==> config.mk <==
export PLATFORM = sky130hd
export DESIGN_NAME = rc5_core_param
export DESIGN_NICKNAME = d
export VERILOG_FILES = /design/src/rtl/rc5_core_param.sv
export SDC_FILE = /design/constraint.sdc
export NUM_CORES = 1
export LEC_CHECK = 0
export CAP_MARGIN = 20
export CORE_MARGIN = 10
export CORE_UTILIZATION = 46
export CTS_CLUSTER_DIAMETER = 30
export CTS_CLUSTER_SIZE = 14
export DETAILED_ROUTE_END_ITERATION = 8
export GPL_TIMING_DRIVEN = 0
export PLACE_DENSITY = 0.63
export SYNTH_ARGS = -nofsm -noshare
export SYNTH_HDL_FRONTEND = slang
export SYNTH_SLANG_ARGS = --single-unit
==> constraint.sdc <==
create_clock -name i_clk -period 5.2 [get_ports i_clk]
set_input_delay 0.78 -clock i_clk [delete_from_list [all_inputs] [get_ports i_clk]]
set_output_delay 0.78 -clock i_clk [all_outputs]
set_load 0.01 [all_outputs]
==> src/rtl/rc5_core_param.sv <==
// rc5_core_param: RC5 block-cipher engine, W-bit words, R rounds, encrypt or
// decrypt per block, run-time subkey table, valid/ready handshake on both sides.
module rc5_core_param #(
  parameter int W = 8,
  parameter int R = 1
) (
  input  logic                     i_clk,
  input  logic                     i_rst_n,
  input  logic                     i_in_valid,
  output logic                     o_in_ready,
  input  logic [2*W-1:0]           i_din,
  input  logic                     i_dec,
  output logic                     o_out_valid,
  input  logic                     i_out_ready,
  output logic [2*W-1:0]           o_dout,
  input  logic                     i_key_we,
  input  logic [$clog2(2*R+2)-1:0] i_key_addr,
  input  logic [W-1:0]             i_key_data,
  output logic                     o_key_err
);
  localparam int T  = 2*R + 2;
  localparam int AW = $clog2(T);
  localparam int IW = $clog2(R + 2);
  localparam int LW = $clog2(W);

  if (!(W == 8 || W == 16 || W == 32)) begin : g_bad_w
    $error("rc5_core_param: W must be 8, 16 or 32");
  end
  if (R < 1 || R > 15) begin : g_bad_r
    $error("rc5_core_param: R must be in 1..15");
  end

  // state        | meaning
  // S_IDLE       | waiting for a block; only state that takes key writes
  // S_ENC_WHITEN | encrypt pre-whitening with S[0], S[1]
  // S_ROUND_A    | A half-round (encrypt first, decrypt second)
  // S_ROUND_B    | B half-round (encrypt second, decrypt first)
  // S_DEC_WHITEN | decrypt post-whitening, loads dout
  // S_HOLD       | result presented until out_ready
  typedef enum logic [2:0] {
    S_IDLE, S_ENC_WHITEN, S_ROUND_A, S_ROUND_B, S_DEC_WHITEN, S_HOLD
  } state_t;

  state_t          r_state, w_next;
  logic [W-1:0]    r_a, r_b;
  logic [IW-1:0]   r_i;
  logic            r_dec;
  logic [2*W-1:0]  r_dout;
  logic            r_key_err;
  logic [W-1:0]    r_s [T];

  logic [AW-1:0]   w_ka, w_kb;
  logic [W-1:0]    w_a_enc, w_b_enc, w_a_dec, w_b_dec;
  logic            w_last_enc, w_last_dec, w_accept, w_addr_ok, w_key_ok;

  function automatic logic [W-1:0] f_rotl(input logic [W-1:0] x, input logic [LW-1:0] n);
    logic [2*W-1:0] t;
    t = {x, x} << n;
    return t[2*W-1:W];
  endfunction

  function automatic logic [W-1:0] f_rotr(input logic [W-1:0] x, input logic [LW-1:0] n);
    logic [2*W-1:0] t;
    t = {x, x} >> n;
    return t[W-1:0];
  endfunction

  assign w_ka       = AW'({r_i, 1'b0});
  assign w_kb       = AW'({r_i, 1'b1});
  assign w_a_enc    = f_rotl(r_a ^ r_b, r_b[LW-1:0]) + r_s[w_ka];
  assign w_b_enc    = f_rotl(r_b ^ r_a, r_a[LW-1:0]) + r_s[w_kb];
  assign w_b_dec    = f_rotr(r_b - r_s[w_kb], r_a[LW-1:0]) ^ r_a;
  assign w_a_dec    = f_rotr(r_a - r_s[w_ka], r_b[LW-1:0]) ^ r_b;
  assign w_last_enc = (r_i >= IW'(R));
  assign w_last_dec = (r_i <= IW'(1));
  assign w_accept   = (r_state == S_IDLE) && i_in_valid;
  assign w_addr_ok  = (32'(i_key_addr) < 32'(T));
  assign w_key_ok   = i_key_we && (r_state == S_IDLE) && w_addr_ok;

  always_ff @(posedge i_clk or negedge i_rst_n) begin
    if (!i_rst_n) r_state <= S_IDLE;
    else          r_state <= w_next;
  end

  always_comb begin
    w_next = r_state;
    case (r_state)
      S_IDLE:       if (i_in_valid) w_next = i_dec ? S_ROUND_B : S_ENC_WHITEN;
      S_ENC_WHITEN: w_next = S_ROUND_A;
      S_ROUND_A:    w_next = (r_dec && w_last_dec) ? S_DEC_WHITEN : S_ROUND_B;
      S_ROUND_B:    w_next = (!r_dec && w_last_enc) ? S_HOLD : S_ROUND_A;
      S_DEC_WHITEN: w_next = S_HOLD;
      S_HOLD:       if (i_out_ready) w_next = S_IDLE;
      default:      w_next = S_IDLE;
    endcase
  end

  always_ff @(posedge i_clk or negedge i_rst_n) begin
    if (!i_rst_n) begin
      r_a    <= '0;
      r_b    <= '0;
      r_i    <= '0;
      r_dec  <= 1'b0;
      r_dout <= '0;
    end else begin
      case (r_state)
        S_IDLE: if (w_accept) begin
          r_a   <= i_din[2*W-1:W];
          r_b   <= i_din[W-1:0];
          r_dec <= i_dec;
          r_i   <= i_dec ? IW'(R) : IW'(1);
        end
        S_ENC_WHITEN: begin
          r_a <= r_a + r_s[0];
          r_b <= r_b + r_s[1];
          r_i <= IW'(1);
        end
        S_ROUND_A: begin
          if (r_dec) begin
            r_a <= w_a_dec;
            r_i <= r_i - IW'(1);
          end else begin
            r_a <= w_a_enc;
          end
        end
        S_ROUND_B: begin
          if (r_dec) begin
            r_b <= w_b_dec;
          end else begin
            r_b <= w_b_enc;
            r_i <= r_i + IW'(1);
            if (w_last_enc) r_dout <= {r_a, w_b_enc};
          end
        end
        S_DEC_WHITEN: begin
          r_a    <= r_a - r_s[0];
          r_b    <= r_b - r_s[1];
          r_dout <= {r_a - r_s[0], r_b - r_s[1]};
        end
        default: ;
      endcase
    end
  end

  // Subkey table: writes land only in IDLE; a write on the accept edge is
  // still taken because the first key read is a cycle later.
  always_ff @(posedge i_clk or negedge i_rst_n) begin
    if (!i_rst_n) begin
      for (int k = 0; k < T; k++) r_s[k] <= '0;
      r_key_err <= 1'b0;
    end else begin
      r_key_err <= i_key_we && !w_key_ok;
      if (w_key_ok) r_s[i_key_addr] <= i_key_data;
    end
  end

  assign o_in_ready  = (r_state == S_IDLE);
  assign o_out_valid = (r_state == S_HOLD);
  assign o_dout      = r_dout;
  assign o_key_err   = r_key_err;

endmodule

==> impl_metrics.csv, run 1 <==
group,metric,value,unit
worst_setup_path,cp.required,5.41,ns
timing,min_period,4.36,ns
layout,fillCellCount,1627,
clocking,clock_tree.buffer_depth,2,
timing,rsz0062_at_grt,"false",
routing,routed_wl,25500,um
grt,grt_remaining_overflow,0,
clocking,cts_buffers,9,
synth,synth_warnings,0,
timing,timing.fmax,0.229,GHz
timing,finalCritPeriodShare,0.839,
synth,synth_edf_count,0,
timing,slew_viol_final,0,
floorplan,die_width,150,um
grt,grt_use_total,0.223,
synth,syn_area,0.00780,mm2
timing,hold_viol_final,0,
floorplan,fp.dieH,150,um
placement,gp_congestion,0.945,
worst_setup_path,critPathLaunchType,"flip-flop",
grt,gr-usage-met2,0.365,
floorplan,start_util,0.470,
layout,diodes,0,
clocking,h-tree-depth,3,
run,maxCapViolations,0,
synth,synth_top_cell_area_share,0.228,
synth,synth_ff_type,"dfrtp_1",
grt,grtUsageMet3,0.0366,
layout,synthToLayoutAreaGrowth,13.6,%
worst_setup_path,path_class,"flip-flop to flip-flop",
routing,route.detailed.drc,0,
timing,fin_setup_tns,0,ns
worst_setup_path,cpPeakStageDelay,0.59,ns
min_path,worstHoldPathType,"primary input to async pin",
routing,first_pass_iters,6,
synth,synthArstFlopShare,1.00,
floorplan,num_rows,47,
timing,worst_clock_skew,0.00832,ns
floorplan,core,0.0166,mm2
routing,routedWlPerCell,20.7,um
layout,multi_input_area,0.00562,mm2
worst_setup_path,crit_buf_inv,5,
grt,grt_max_degree,49,
worst_setup_path,crit_chain,"buf_1 > clkbuf_1 > clkbuf_1 > inv_1 > mux2i_1 > ha_1 > inv_1 > fa_1 > nor2b_1 > o21ai_0 > nand2b_1 > a21o_1 > a21oi_1 > xnor2_1 > a221oi_1 > o21ai_0",
clocking,clk_latency,0.34,ns
layout,nets,1107,
clocking,holdBufCountCts,0,
placement,portBuffers,49,
synth,synthDistinctLibCells,73,
run_status,outcome,"finished, final reports clean",
grt,antenna_found_initial,0,
grt,grt_pass1_vias,6984,
worst_setup_path,cp.arrival,4.57,ns
clocking,cts_root_buf,"clkbuf_16",
layout,drive_gt1_frac,0.0871,
routing,vias_per_cell,5.98,
worst_setup_path,cp_slowest_cell,"dfrtp_1",
clocking,cts_resized,0,
worst_setup_path,ff2ff_setup_slack,0.84,ns
worst_setup_path,critical-path-top-delay-family,"buffers and inverters",
worst_setup_path,critical_path.endpoint_type,"flip-flop",
worst_setup_path,r2r_start,"r_a[2]",
timing,setup_viol_count_final,0,
worst_setup_path,crit_start,"r_a[2]",
worst_setup_path,r2r-end,"r_b[6]",
clocking,cts_tree,"done",
routing,drt_iter0_markers,707,
worst_setup_path,cp_max_fo,10,
floorplan,pin_count,51,
synth,seq_area_frac_synth,0.228,
clocking,cts_setup_buffers,0,
layout,regArea,0.00178,mm2
synth,yosysMostFrequentCell,"nor2_1",
grt,grt-busiest-layer,"met2",
placement,hpwl,20600,um
synth,syn_area_per_cell,8.26,um2
routing,drtAntennaViolNets,0,
synth,yosysTopAreaCell,"dfrtp_1",
layout,postLayoutCoreUtil,0.535,
synth,synth_area_leaders,"dfrtp_1 (23%), ha_1 (9.9%), xnor2_1 (6.0%)",
synth,syn-num-nets,1046,
clocking,clock_sinks,71,
synth,synth.top_cells.by_count,"nor2_1 (90), nand2_1 (86), o21ai_0 (80), dfrtp_1 (71)",
grt,grt_pass1_wl,39100,um
timing,relSlewSlack,0.330,
grt,gr-usage-met1,0.299,
synth,ys_seq_elements,71,
worst_setup_path,r2r_cells,16,
timing,tightest_slew,0.996,ns
routing,via_count,7357,
floorplan,dieArea,0.0226,mm2
synth,netlist_instances,944,
clocking,clk_pin_slew_worst_paths,0.06,ns
cell usage in the layout, fill, tap and decap left out, drive strengths merged, types with 48 or more instances in the layout:
master / count
inv: 54
nand2: 86
nor2: 90
dfrtp: 71
clkbuf: 53
clkdlybuf4s50: 48
xnor2: 53
o21ai: 83
a21oi: 62
ha: 62
cell families (layout without fill, tap and decap cells):
family                   Yosys count  after routing  synth area share
AO/OA/AOI/OAI                    277            277             0.234
XOR/XNOR                          73             73            0.0820
adder cells (fa/ha/maj)           70             70             0.120
buffers and inverters            106            172            0.0518
flip-flops                        71             71             0.228
multiplexers                      79             79             0.127
AND/OR/NAND/NOR                  268            268             0.157
layout make-up:
class                   count  area share
clock inverters             6     0.00508
well taps                 220      0.0310
inverters                  54      0.0229
repair buffers             50      0.0581
clock buffers              10      0.0258
multi-input cells         767       0.634
plain buffers              52      0.0227
flip-flops and latches     71       0.200
state kept, by name (all words and copies together), names as in the netlist:
signal	flops
r_b	8
r_dec	1
r_s	32
r_a	8
r_state	3
o_dout	16
o_key_err	1
r_i	2
per-layer routing:
layer  share of wire  vias up
met3           0.073       36
met1            0.44     3542
li1                -     3509
met2            0.46      270
met5               0        -
met4           0.019        0
worst max path at each step:
stage,endpoint,slack (ns),cells after the start
2_1_floorplan,r_b[6],1.75,14
3_3_place_gp,r_s[30],0.72,1
3_5_place_dp,r_b[6],0.97,17
4_1_cts,r_b[6],0.95,16
5_1_grt,r_b[6],0.57,17
6_report,r_b[6],0.84,16
per-stage QoR:
| stage | hold slack, ns | std cells | worst slack (ns) | instance area (um2) |
|---|---|---|---|---|
| finish | 0.346 | 1230 | 0.839 | 8870 |
| global route | 0.363 | 1230 | 0.565 | 8870 |
| CTS | 0.359 | 1230 | 0.948 | 8870 |
| detailed placement | 0.470 | 1214 | 0.969 | 8590 |
| global placement | 0.462 | 1213 | 0.719 | 8570 |
| floorplan | 0.474 | 944 | 1.75 | 7800 |
Power of run 1 is not shown: default switching activity piles up to over one toggle a cycle in this logic, so the estimate is an artifact.
==> run 2, diff against run 1 <==
- clock period: 5.2 -> 4.1 ns (I/O delays scaled with it)
==> run 2 against run 1 <==
Against the previous run:
- hold slack got worse by 0.16 ns
- non-clock buffer count unchanged
- design area up 0.23%
- global-route usage unchanged
- critical path depth fell by 3
- die area unchanged
- setup slack lost 0.61 ns
- cell count unchanged
- first-iteration DRC count decreased by 4.8%
- register-to-register slack got worse by 0.61 ns
- sequential share of layout area about the same
- maximum frequency increased by 13%
- largest cell class unchanged
- highest routed layer unchanged
==> impl_metrics.csv, run 2 (synthesis gave the netlist of run 1 again) <==
group,metric,value,unit
clocking,cts_buffers,9,
layout,fin_area,0.00889,mm2
floorplan,dieArea,0.0226,mm2
routing,first_pass_iters,5,
layout,final_common_cell,"nor2_1",
layout,postLayoutCoreUtil,0.536,
timing,relSlewSlack,0.337,
layout,synthToLayoutAreaGrowth,13.9,%
layout,nets,1107,
routing,via_count,7317,
grt,grt_pass1_vias,6984,
clocking,cts_setup_buffers,0,
timing,worst_clock_skew,0.00990,ns
routing,routedWlPerCell,20.7,um
layout,fin_cells,1230,
grt,grt_use_total,0.223,
run_status,outcome,"finished, final reports clean",
layout,fillCellCount,1628,
routing,vias_per_cell,5.95,
layout,largest_reg_flops,32,
routing,drt_iter0_markers,673,
floorplan,start_util,0.470,
clocking,cts_tree,"done",
floorplan,pin_count,51,
clocking,clock_sinks,71,
placement,hpwl,20600,um
worst_setup_path,r2r_cells,13,
grt,grt_remaining_overflow,0,
clocking,clock_tree.buffer_depth,2,
clocking,holdBufCountCts,0,
placement,portBuffers,49,
timing,tightest_slew,0.986,ns
run,maxCapViolations,0,
routing,route.detailed.drc,0,
worst_setup_path,crit_buf_inv,3,
worst_setup_path,path_class,"flip-flop to flip-flop",
min_path,worstHoldPathType,"primary input to async pin",
timing,hold_viol_final,0,
worst_setup_path,ff2ff_setup_slack,0.23,ns
grt,antenna_found_initial,0,
worst_setup_path,cp_max_fo,10,
layout,diodes,0,
worst_setup_path,cp.required,4.36,ns
clocking,clk_pin_slew_worst_paths,0.06,ns
worst_setup_path,critPathLaunchType,"flip-flop",
clocking,cts_root_buf,"clkbuf_16",
placement,gp_congestion,0.945,
worst_setup_path,cp_slowest_cell,"a21boi_0",
placement,placed_area,0.00859,mm2
worst_setup_path,r2r_start,"r_i[0]",
grt,grt_pass1_wl,39100,um
timing,min_period,3.87,ns
grt,grt_max_degree,49,
worst_setup_path,critical-path-top-delay-family,"compound AO/OA/AOI/OAI gates",
worst_setup_path,r2r-end,"r_a[3]",
routing,drtAntennaViolNets,0,
layout,regMostFlops,"r_s",
timing,finalCritPeriodShare,0.945,
placement,place_inst,1214,
worst_setup_path,cp.arrival,4.14,ns
timing,setup_viol_count_final,0,
timing,slew_viol_final,0,
clocking,h-tree-depth,3,
timing,rsz0062_at_grt,"false",
worst_setup_path,crit_chain,"buf_4 > inv_1 > clkbuf_2 > a21boi_0 > ha_1 > nor2b_1 > a221o_2 > a211oi_1 > o221a_2 > mux4_2 > xnor2_1 > nand2_1 > a21oi_1",
clocking,clk_latency,0.34,ns
floorplan,num_rows,47,
floorplan,fp.dieH,150,um
floorplan,die_width,150,um
layout,drive_gt1_frac,0.100,
routing,routed_wl,25500,um
worst_setup_path,critical_path.endpoint_type,"flip-flop",
floorplan,core,0.0166,mm2
layout,mostFrequentLayoutCells,"nor2_1 (90), nand2_1 (86), o21ai_0 (80), dfrtp_1 (70)",
worst_setup_path,cpPeakStageDelay,0.50,ns
timing,timing.fmax,0.258,GHz
[run 2: cell count changes in the layout (fill, tap and decap cells not counted), sizes merged]
cell | previous run | this run
buf | 11 | 8
clkbuf | 53 | 56
[run 2: per-stage QoR]
step           worst slack, ns  hold slack, ns  setup TNS (ns)
4_1_cts                 0.0330           0.194               0
3_3_place_gp            -0.216           0.462          -14.84
5_1_grt                 0.0115           0.198               0
2_1_floorplan            0.654           0.319               0
3_5_place_dp            -0.131           0.470          -0.204
6_report                 0.225           0.184               0
[run 2: final cells by class]
| type | count | area, um2 | area share |
|---|---|---|---|
| plain buffers | 52 | 215 | 0.0242 |
| clock buffers | 10 | 229 | 0.0258 |
| clock inverters | 6 | 45.0 | 0.00507 |
| multi-input cells | 767 | 5630 | 0.633 |
| repair buffers | 50 | 515 | 0.0580 |
| flip-flops and latches | 71 | 1780 | 0.200 |
| inverters | 54 | 203 | 0.0228 |
| well taps | 220 | 275 | 0.0310 |
[run 2: worst max-delay path by stage]
stage	startpoint	slack (ns)	cells after the start	to
CTS	r_a[0]	0.03	17	r_b[6]
floorplan	r_a[2]	0.65	14	r_b[6]
detailed placement	r_a[0]	-0.13	17	r_b[6]
global route	r_i[0]	0.01	13	r_a[3]
global placement	i_rst_n	-0.22	1	r_s[30]
finish	r_i[0]	0.23	13	r_a[3]
[run 2: per-layer routing]
metal / wire length (um) / vias up / global-route usage
met4: 510 / 0 / 0.0603
li1: - / 3497 / -
met2: 11800 / 270 / 0.365
met1: 11400 / 3511 / 0.299
met5: 0 / - / 0
met3: 1740 / 39 / 0.0366
[run 2: timing repair]
action                                  CTS  global route
gates cloned                              0             0
endpoints found under the setup margin    4            15
gates resized for setup                   2            24
Power of run 2 is left out for the same reason.
==> run 3, diff against run 2 <==
- SLEW_MARGIN: unset -> 20
==> results of run 3 <==
The final DEF is identical to that of run 2; final timing and power are the same.
Power of run 3 is left out for the same reason.
